## config.mk

```make
export PLATFORM = sky130hd
export DESIGN_NAME = mem_stage
export DESIGN_NICKNAME = d
export VERILOG_FILES = /design/src/rtl/lc2k_pkg.sv /design/src/rtl/dmem_timeout_counter.sv /design/src/rtl/mem_stage.sv
export SDC_FILE = /design/constraint.sdc
export NUM_CORES = 1
export LEC_CHECK = 0
export BUFFER_PORTS_ARGS = -buffer_cell sky130_fd_sc_hd__buf_2
export CAP_MARGIN = 0
export CORE_MARGIN = 1.5
export CORE_UTILIZATION = 40
export DETAILED_ROUTE_END_ITERATION = 6
export PLACE_DENSITY = 0.77
export RECOVER_POWER = 25
export SYNTH_ARGS = -nofsm -noshare
export SYNTH_HDL_FRONTEND = slang
export SYNTH_SLANG_ARGS = --single-unit
```

## constraint.sdc

```tcl
create_clock -name clock -period 4.9 [get_ports clock]
set_input_delay 0.98 -clock clock [delete_from_list [all_inputs] [get_ports clock]]
set_output_delay 0.98 -clock clock [all_outputs]
set_load 0.05 [all_outputs]
```

## src/rtl/lc2k_pkg.sv

```systemverilog
// Shared LC2K pipeline types: opcodes, inter-stage bundles and MEM stage states.
package lc2k_pkg;

  localparam int LC2K_DATA_W = 32;
  localparam int LC2K_REG_W  = 3;

  typedef enum logic [2:0] {
    OP_ADD  = 3'b000,
    OP_NOR  = 3'b001,
    OP_LW   = 3'b010,
    OP_SW   = 3'b011,
    OP_BEQ  = 3'b100,
    OP_JALR = 3'b101,
    OP_HALT = 3'b110,
    OP_NOOP = 3'b111
  } opcode_t;

  // Bundle produced by execute.
  typedef struct packed {
    logic [LC2K_DATA_W-1:0] alu_result;
    logic [LC2K_DATA_W-1:0] cont_reg_b;
    logic [LC2K_REG_W-1:0]  dest_reg;
    opcode_t                op_code;
    logic [LC2K_DATA_W-1:0] pc_target;
    logic                   branch_eq;
  } EX_MEM_REG;

  // Bundle consumed by writeback.
  typedef struct packed {
    logic [LC2K_DATA_W-1:0] write_data;
    logic [LC2K_REG_W-1:0]  dest_reg;
    opcode_t                op_code;
    logic                   reg_write;
  } MEM_WB_REG;

  typedef enum logic [1:0] {
    IDLE    = 2'd0,
    WAIT_RD = 2'd1,
    WAIT_WR = 2'd2,
    HALT    = 2'd3
  } mem_state_t;

  // Only the ALU ops write the register file from the single-cycle path.
  function automatic logic alu_writes_reg(input opcode_t op);
    return (op == OP_ADD) || (op == OP_NOR);
  endfunction

endpackage

```

## src/rtl/dmem_timeout_counter.sv

```systemverilog
// Counts cycles spent waiting on the data memory; flags the last allowed cycle.
module dmem_timeout_counter #(
  parameter int MEM_TIMEOUT = 64
) (
  input  logic clock,
  input  logic reset,
  input  logic clear,
  input  logic enable,
  output logic expired
);

  localparam int CNT_W = $clog2(MEM_TIMEOUT + 1);

  logic [CNT_W-1:0] count_reg;

  // Cleared on entry to a wait, advanced once per wait cycle.
  always_ff @(posedge clock) begin
    if (reset || clear) begin
      count_reg <= '0;
    end else if (enable) begin
      count_reg <= count_reg + CNT_W'(1);
    end
  end

  // Asserted on the wait cycle whose closing edge would bring the count to MEM_TIMEOUT.
  always_comb begin
    expired = enable && (count_reg == CNT_W'(MEM_TIMEOUT - 1));
  end

endmodule

```

## src/rtl/mem_stage.sv

```systemverilog
// LC2K memory stage: lw/sw over a req/ack data memory, beq redirect, MEM/WB register.
module mem_stage
  import lc2k_pkg::*;
#(
  parameter int DATA_W      = LC2K_DATA_W,
  parameter int ADDR_W      = 16,
  parameter int MEM_TIMEOUT = 64
) (
  input  logic              clock,
  input  logic              reset,
  input  EX_MEM_REG         ex_mem_reg_in,
  input  logic              ex_mem_valid,
  output logic              ex_mem_ready,
  output logic              dmem_req,
  output logic              dmem_we,
  output logic [ADDR_W-1:0] dmem_addr,
  output logic [DATA_W-1:0] dmem_wdata,
  input  logic              dmem_ack,
  input  logic [DATA_W-1:0] dmem_rdata,
  output MEM_WB_REG         mem_wb_out,
  output logic              mem_wb_valid,
  output logic              branch_taken,
  output logic [ADDR_W-1:0] branch_target,
  output logic              halted,
  output logic              mem_error
);

  mem_state_t        state_reg, state_next;
  EX_MEM_REG         held_reg, held_next;
  MEM_WB_REG         mem_wb_reg, mem_wb_next;
  logic              valid_reg, valid_next;
  logic              taken_reg, taken_next;
  logic [ADDR_W-1:0] target_reg, target_next;
  logic              req_reg, req_next;
  logic              we_reg, we_next;
  logic [ADDR_W-1:0] addr_reg, addr_next;
  logic [DATA_W-1:0] wdata_reg, wdata_next;
  logic              halted_reg, halted_next;
  logic              error_reg, error_next;
  logic              cnt_clear, cnt_enable, cnt_expired;
  logic              accept;

  // Address and target bits above ADDR_W are intentionally discarded.
  logic unused_bits;
  assign unused_bits = ^{ex_mem_reg_in.alu_result[DATA_W-1:ADDR_W],
                         ex_mem_reg_in.pc_target[DATA_W-1:ADDR_W],
                         held_reg.cont_reg_b, held_reg.pc_target, held_reg.branch_eq};

  dmem_timeout_counter #(
    .MEM_TIMEOUT(MEM_TIMEOUT)
  ) u_timeout (
    .clock  (clock),
    .reset  (reset),
    .clear  (cnt_clear),
    .enable (cnt_enable),
    .expired(cnt_expired)
  );

  // Ready only while idle and not halted.
  always_comb begin
    ex_mem_ready = (state_reg == IDLE) && !halted_reg;
    accept       = ex_mem_valid && ex_mem_ready;
  end

  // Next-state and next-output logic for the access FSM.
  always_comb begin
    state_next  = state_reg;
    held_next   = held_reg;
    mem_wb_next = mem_wb_reg;
    valid_next  = 1'b0;
    taken_next  = 1'b0;
    target_next = target_reg;
    req_next    = req_reg;
    we_next     = we_reg;
    addr_next   = addr_reg;
    wdata_next  = wdata_reg;
    halted_next = halted_reg;
    error_next  = error_reg;
    cnt_clear   = 1'b0;
    cnt_enable  = 1'b0;

    case (state_reg)
      IDLE: begin
        if (accept) begin
          held_next = ex_mem_reg_in;
          case (ex_mem_reg_in.op_code)
            OP_LW, OP_SW: begin
              state_next = (ex_mem_reg_in.op_code == OP_LW) ? WAIT_RD : WAIT_WR;
              req_next   = 1'b1;
              we_next    = (ex_mem_reg_in.op_code == OP_SW);
              addr_next  = ex_mem_reg_in.alu_result[ADDR_W-1:0];
              wdata_next = ex_mem_reg_in.cont_reg_b;
              cnt_clear  = 1'b1;
            end
            default: begin
              valid_next             = 1'b1;
              mem_wb_next.write_data = ex_mem_reg_in.alu_result;
              mem_wb_next.dest_reg   = ex_mem_reg_in.dest_reg;
              mem_wb_next.op_code    = ex_mem_reg_in.op_code;
              mem_wb_next.reg_write  = alu_writes_reg(ex_mem_reg_in.op_code);
              if (ex_mem_reg_in.op_code == OP_BEQ && ex_mem_reg_in.branch_eq) begin
                taken_next  = 1'b1;
                target_next = ex_mem_reg_in.pc_target[ADDR_W-1:0];
              end
              if (ex_mem_reg_in.op_code == OP_HALT) begin
                halted_next = 1'b1;
                state_next  = HALT;
              end
            end
          endcase
        end
      end

      WAIT_RD, WAIT_WR: begin
        cnt_enable = 1'b1;
        if (dmem_ack) begin
          req_next               = 1'b0;
          state_next             = IDLE;
          valid_next             = 1'b1;
          mem_wb_next.write_data = (state_reg == WAIT_RD) ? dmem_rdata : held_reg.alu_result;
          mem_wb_next.dest_reg   = held_reg.dest_reg;
          mem_wb_next.op_code    = held_reg.op_code;
          mem_wb_next.reg_write  = (state_reg == WAIT_RD);
        end else if (cnt_expired) begin
          req_next   = 1'b0;
          error_next = 1'b1;
          state_next = IDLE;
        end
      end

      HALT: begin
        state_next = HALT;
      end

      default: begin
        state_next = IDLE;
      end
    endcase
  end

  // State and output registers; synchronous reset clears everything.
  always_ff @(posedge clock) begin
    if (reset) begin
      state_reg  <= IDLE;
      held_reg   <= '0;
      mem_wb_reg <= '0;
      valid_reg  <= 1'b0;
      taken_reg  <= 1'b0;
      target_reg <= '0;
      req_reg    <= 1'b0;
      we_reg     <= 1'b0;
      addr_reg   <= '0;
      wdata_reg  <= '0;
      halted_reg <= 1'b0;
      error_reg  <= 1'b0;
    end else begin
      state_reg  <= state_next;
      held_reg   <= held_next;
      mem_wb_reg <= mem_wb_next;
      valid_reg  <= valid_next;
      taken_reg  <= taken_next;
      target_reg <= target_next;
      req_reg    <= req_next;
      we_reg     <= we_next;
      addr_reg   <= addr_next;
      wdata_reg  <= wdata_next;
      halted_reg <= halted_next;
      error_reg  <= error_next;
    end
  end

  assign dmem_req      = req_reg;
  assign dmem_we       = we_reg;
  assign dmem_addr     = addr_reg;
  assign dmem_wdata    = wdata_reg;
  assign mem_wb_out    = mem_wb_reg;
  assign mem_wb_valid  = valid_reg;
  assign branch_taken  = taken_reg;
  assign branch_target = target_reg;
  assign halted        = halted_reg;
  assign mem_error     = error_reg;

endmodule

```

## Yosys cells after proc, flatten, opt, wreduce, memory -nomap -nowiden

Cells that the tools add are included.

- Register bits after elaboration: 156
- Input bits: 139
- Output and inout port bits: 110
- Word-level logic and storage cells: 85

- Add/sub/neg operators: 1
- Eq/ne operators: 15
- Mux-type cells: 26
- Bitwise gates (word level): 4
- Reductions and logical operators: 21

Operators with widths:

| cell | count |
|---|---|
| $mux 39 | 3 |
| $pmux 39 s2 | 1 |
| $mux 32 | 1 |
| $reduce_and 4->1 | 4 |
| $mux 1 | 12 |
| $mux 2 | 6 |
| $reduce_and 3->1 | 3 |
| $add 7x1->7 const B | 1 |
| $eq 7x6->1 const B | 1 |
| $eq 3x2->1 const B | 2 |
| $eq 3x3->1 const B | 2 |
| $ne 2x2->1 const B | 3 |
| $pmux 2 s3 | 1 |
| $reduce_or 5->1 | 1 |
| $eq 2x2->1 const B | 2 |
| $logic_and 1x1->1 | 4 |
| $not 1->1 | 4 |
| $pmux 1 s2 | 2 |
| $reduce_or 2->1 | 2 |
| $eq 3x1->1 const B | 1 |
| $logic_not 3->1 | 1 |
| $ne 3x1->1 const B | 1 |
| $ne 3x3->1 const B | 1 |
| $eq 2x1->1 const B | 1 |
| 6 further kinds | 7 |

## Longest topological paths before layout

- Depth in word-level cells: 7
- Gate-level depth with buffers: 10
- Depth with buffers taken out: 6

## Cells and area by module

Synthesis repeated with hierarchy kept, for this count alone.

- Cells, all modules: 781
- Area total of the unflattened synthesis: 6327.3 um^2

Modules (own cells, without submodules):

| module | times used | cells each | area an instance (um^2) | seq. area each (um^2) |
|---|---|---|---|---|
| mem_stage | 1 | 747 | 6017.0 | 2982.9 |
| dmem_timeout_counter | 1 | 34 | 310.3 | 140.1 |

## Least setup slack after synthesis

Ideal clock, no wire load.

- Path kind: register to output
- From: register state_reg[0]
- To: output ex_mem_ready
- Arrival time: 1.381 ns
- Required time: 3.920 ns
- Path slack: 2.539 ns
- Stages on the path, launching flop included: 5
- Path buffers: 1
- Path through: dfxtp_1 -> inv_1 -> ha_1 -> buf_4 -> nor2b_1

- Word-level cells in the longest chain between the ends: 2

RTL lines:

| item | line | RTL |
|---|---|---|
| start: declaration | mem_stage.sv:28 | `mem_state_t state_reg, state_next;` |
| start signal: assignment | mem_stage.sv:157 | `state_reg <= state_next;` |
| $logic_not 2->1 | mem_stage.sv:61 | `ex_mem_ready = (state_reg == IDLE) && !halted_reg;` |
| $logic_and 1x1->1 | mem_stage.sv:61 |  |
| end: declaration | mem_stage.sv:13 | `output logic ex_mem_ready,` |

No other way between the ends.

## Worst setup path after layout

- From: register state_reg[1]
- To: register target_reg[4] (netlist: branch_target[4])

- Word-level cells in the longest chain between the ends: 4

RTL lines:

| item | line | RTL |
|---|---|---|
| $logic_not 2->1 (*) | mem_stage.sv:61, mem_stage.sv:82 |  |
| $logic_and 1x1->1 | mem_stage.sv:61 |  |
| $logic_and 1x1->1 | mem_stage.sv:62 | `accept = ex_mem_valid && ex_mem_ready;` |
| $reduce_and 4->1 (no line) (*) | -- |  |
| end signal: assignment | mem_stage.sv:162 | `target_reg <= target_next;` |
| end: declaration | mem_stage.sv:33 | `logic [ADDR_W-1:0] target_reg, target_next;` |

Mark *: on every way between the ends. The rest lies on a longest branch, timed or not.
A chain may end at the register's enable or synchronous reset.

==> metrics <==
status=finished with violations; failing checks=max-capacitance violations, max-slew violations; CTS tree=done; core area=roughly 16,000 µm²; Hold-fix buffers, CTS=0; Cell Area, Synth=between 6000 and 7000 µm²; area share of the largest cell type after synthesis=between 40% and 50%; clk slew on worst S/H paths=~60 ps; Vias/cell=5.09; clk buf depth=2; leading area contributor after synthesis=dfxtp_1; routability cong.=~0.78; Static Leak=around 3.3 nW; count leader, synth=nand2_1; min Tclk post-route=around 3700 ps; area of the multi-input gates=around 3000 µm²; Die Wd=130 µm; Most used DFF post-synth=dfxtp_1; top cells by area, synth=dfxtp_1 49%, nand2_1 12%, a21oi_1 10%; Final Core Density=52.0%; crit-path max cell delay=1540 ps; number of routed nets with antenna violations=0; top cells by count, synth=211 x nand2_1, 156 x dfxtp_1, 128 x a21oi_1; H-tree levels=4; Die Height=130 µm; Post-CTS Setup Bufs=0; max FFs per register=39; DRT iter0 DRCs=304; Worst Path Buf+Inv=2; flops & latches, synth=156; number of remaining DRC errors=0; maximum vdd drop=0.260 mV; Area Overhead vs Synth=27.8%; CTS root buf=clkbuf_16; Total Power=4.70 mW; setup violators final=0; Mean Syn Cell Area=8.34 µm²; drt pass-1 iters=5; Power Dens Cells=573 nW/µm²; Yosys cell types=36; antenna cells=0; crit path cell chain=inv_1, ha_2, and3b_2, clkbuf_1, and4_4, mux2i_1, nor2_1; first-pass GRT wire length=27,400 µm; clock sink count=156; worst slew pin tran=2150 ps; total track usage=20.6%; ys async rst share=0%; post-synthesis sequential area ratio=48.7%; share of cells above drive strength 1=about a quarter; crit start category=register; hold crit path type=reg2reg; CP Capture Type=register; clk_skew=11.0 ps; Yosys warnings=0; EDFF count, synth=0; fmax=273 MHz; Syn Inst Count=slightly below 800; Ports=249; Arrival @ worst endpoint=3940 ps; CTS Buf Count=17; full die area=16,800 µm²; worst skew pair latency=about 420 ps; RSZ-0062 raised after global routing=no; FF+latch area=3120 µm²; vias in the first global route=5,536; Worst path slowest cell=clkbuf_1; final net count=1,105; max-slew violations=42; setup TNS=0 ps; max-cap violations=1; Initial Util=a little over 40%; Final Cycle Share=74.8%; critical path class=reg2reg; total grt overflow=0; post-cts sizing count=0; fillers=about 1,500; total wire length=18,100 µm; Port Buffers=roughly 230; WL per Instance=15.2 µm; largest net degree at the start of global routing=87; Max transition margin=-43.4%; CP top delay family=buffers and inverters; Syn Nets=913; initial antenna violation count=0; placed wire-length estimate=11,500 µm; Worst Path Max Fanout=41; final hold vios=0; Required @ worst endpoint=between 5000 and 6000 ps; routed via count=6,060; Cell Rows=46
## area by class of cell
type	count	share of cell area (%)
timing repair buffer	240	14.3
sequential	156	38.1
clock buffer	20	5.69
multi-input combinational	542	36.5
inverter	4	0.183
tap	216	3.30
clock inverter	12	1.94
## worst register-to-register path, delay by kind of cell, from the launching register on
family | cells | cell delay, ps
adder cells (fa/ha/maj) | 1 | 310
buffers and inverters | 2 | 1640
flip-flops | 1 | 330
multiplexers | 1 | 250
AND/OR/NAND/NOR | 3 | 990
## path summary, 6_finish.rpt
kind,start,endpoint,cells past startpoint,slack [ps]
setup / recovery,state_reg[1],branch_target[4],7,1230
hold / removal,dmem_wdata[17],dmem_wdata[17],2,450
setup reg to reg,state_reg[1],branch_target[4],7,1230
hold reg to reg,dmem_wdata[17],dmem_wdata[17],2,450
## through the flow
stage               worst slack (ps)  hold slack, ps  instances  area (µm²)
finish                          1230             451       1190        8200
global route                    1010             468       1190        8200
CTS                             2220             452       1190        8250
detailed placement              2000             443       1158        7620
global placement                2060             439       1158        7620
floorplan                       2540             436        769        6410
## placed cells by master, fill, tap and decap left out, types with 17 or more instances in the layout
cell / Yosys / routed
o2111ai_1: 32 / 32
clkbuf_1: 38 / 40
dfxtp_1: 156 / 156
nor2_1: 26 / 24
buf_2: 18 / 192
nand2_1: 211 / 210
a21oi_1: 128 / 128
clkbuf_16: 0 / 17
o21ai_0: 35 / 34
mux2i_1: 57 / 57
## cells by family after synthesis
kind of cell | synth area share [%]
multiplexers | 8.89
adder cells (fa/ha/maj) | 0.975
AO/OA/AOI/OAI | 19.1
buffers and inverters | 5.23
flip-flops | 48.7
AND/OR/NAND/NOR | 16.4
XOR/XNOR | 0.683
## power breakdown
group          switching [mW]  internal [mW]  leakage, nW
Clock                   0.531          0.846        0.303
Sequential             0.0937           1.46         1.27
Combinational            1.27          0.493         1.72
## per-layer routing
layer	track usage (%)	share of wire [%]	vias up	routed length, µm
met5	0	0	-	0
met4	5.03	0.65	0	118
met3	6.69	7.0	10	1260
met2	35.0	49	195	8870
met1	25.3	43	2825	7810
li1	-	-	3030	-
Power figures use the tool's default switching activity.
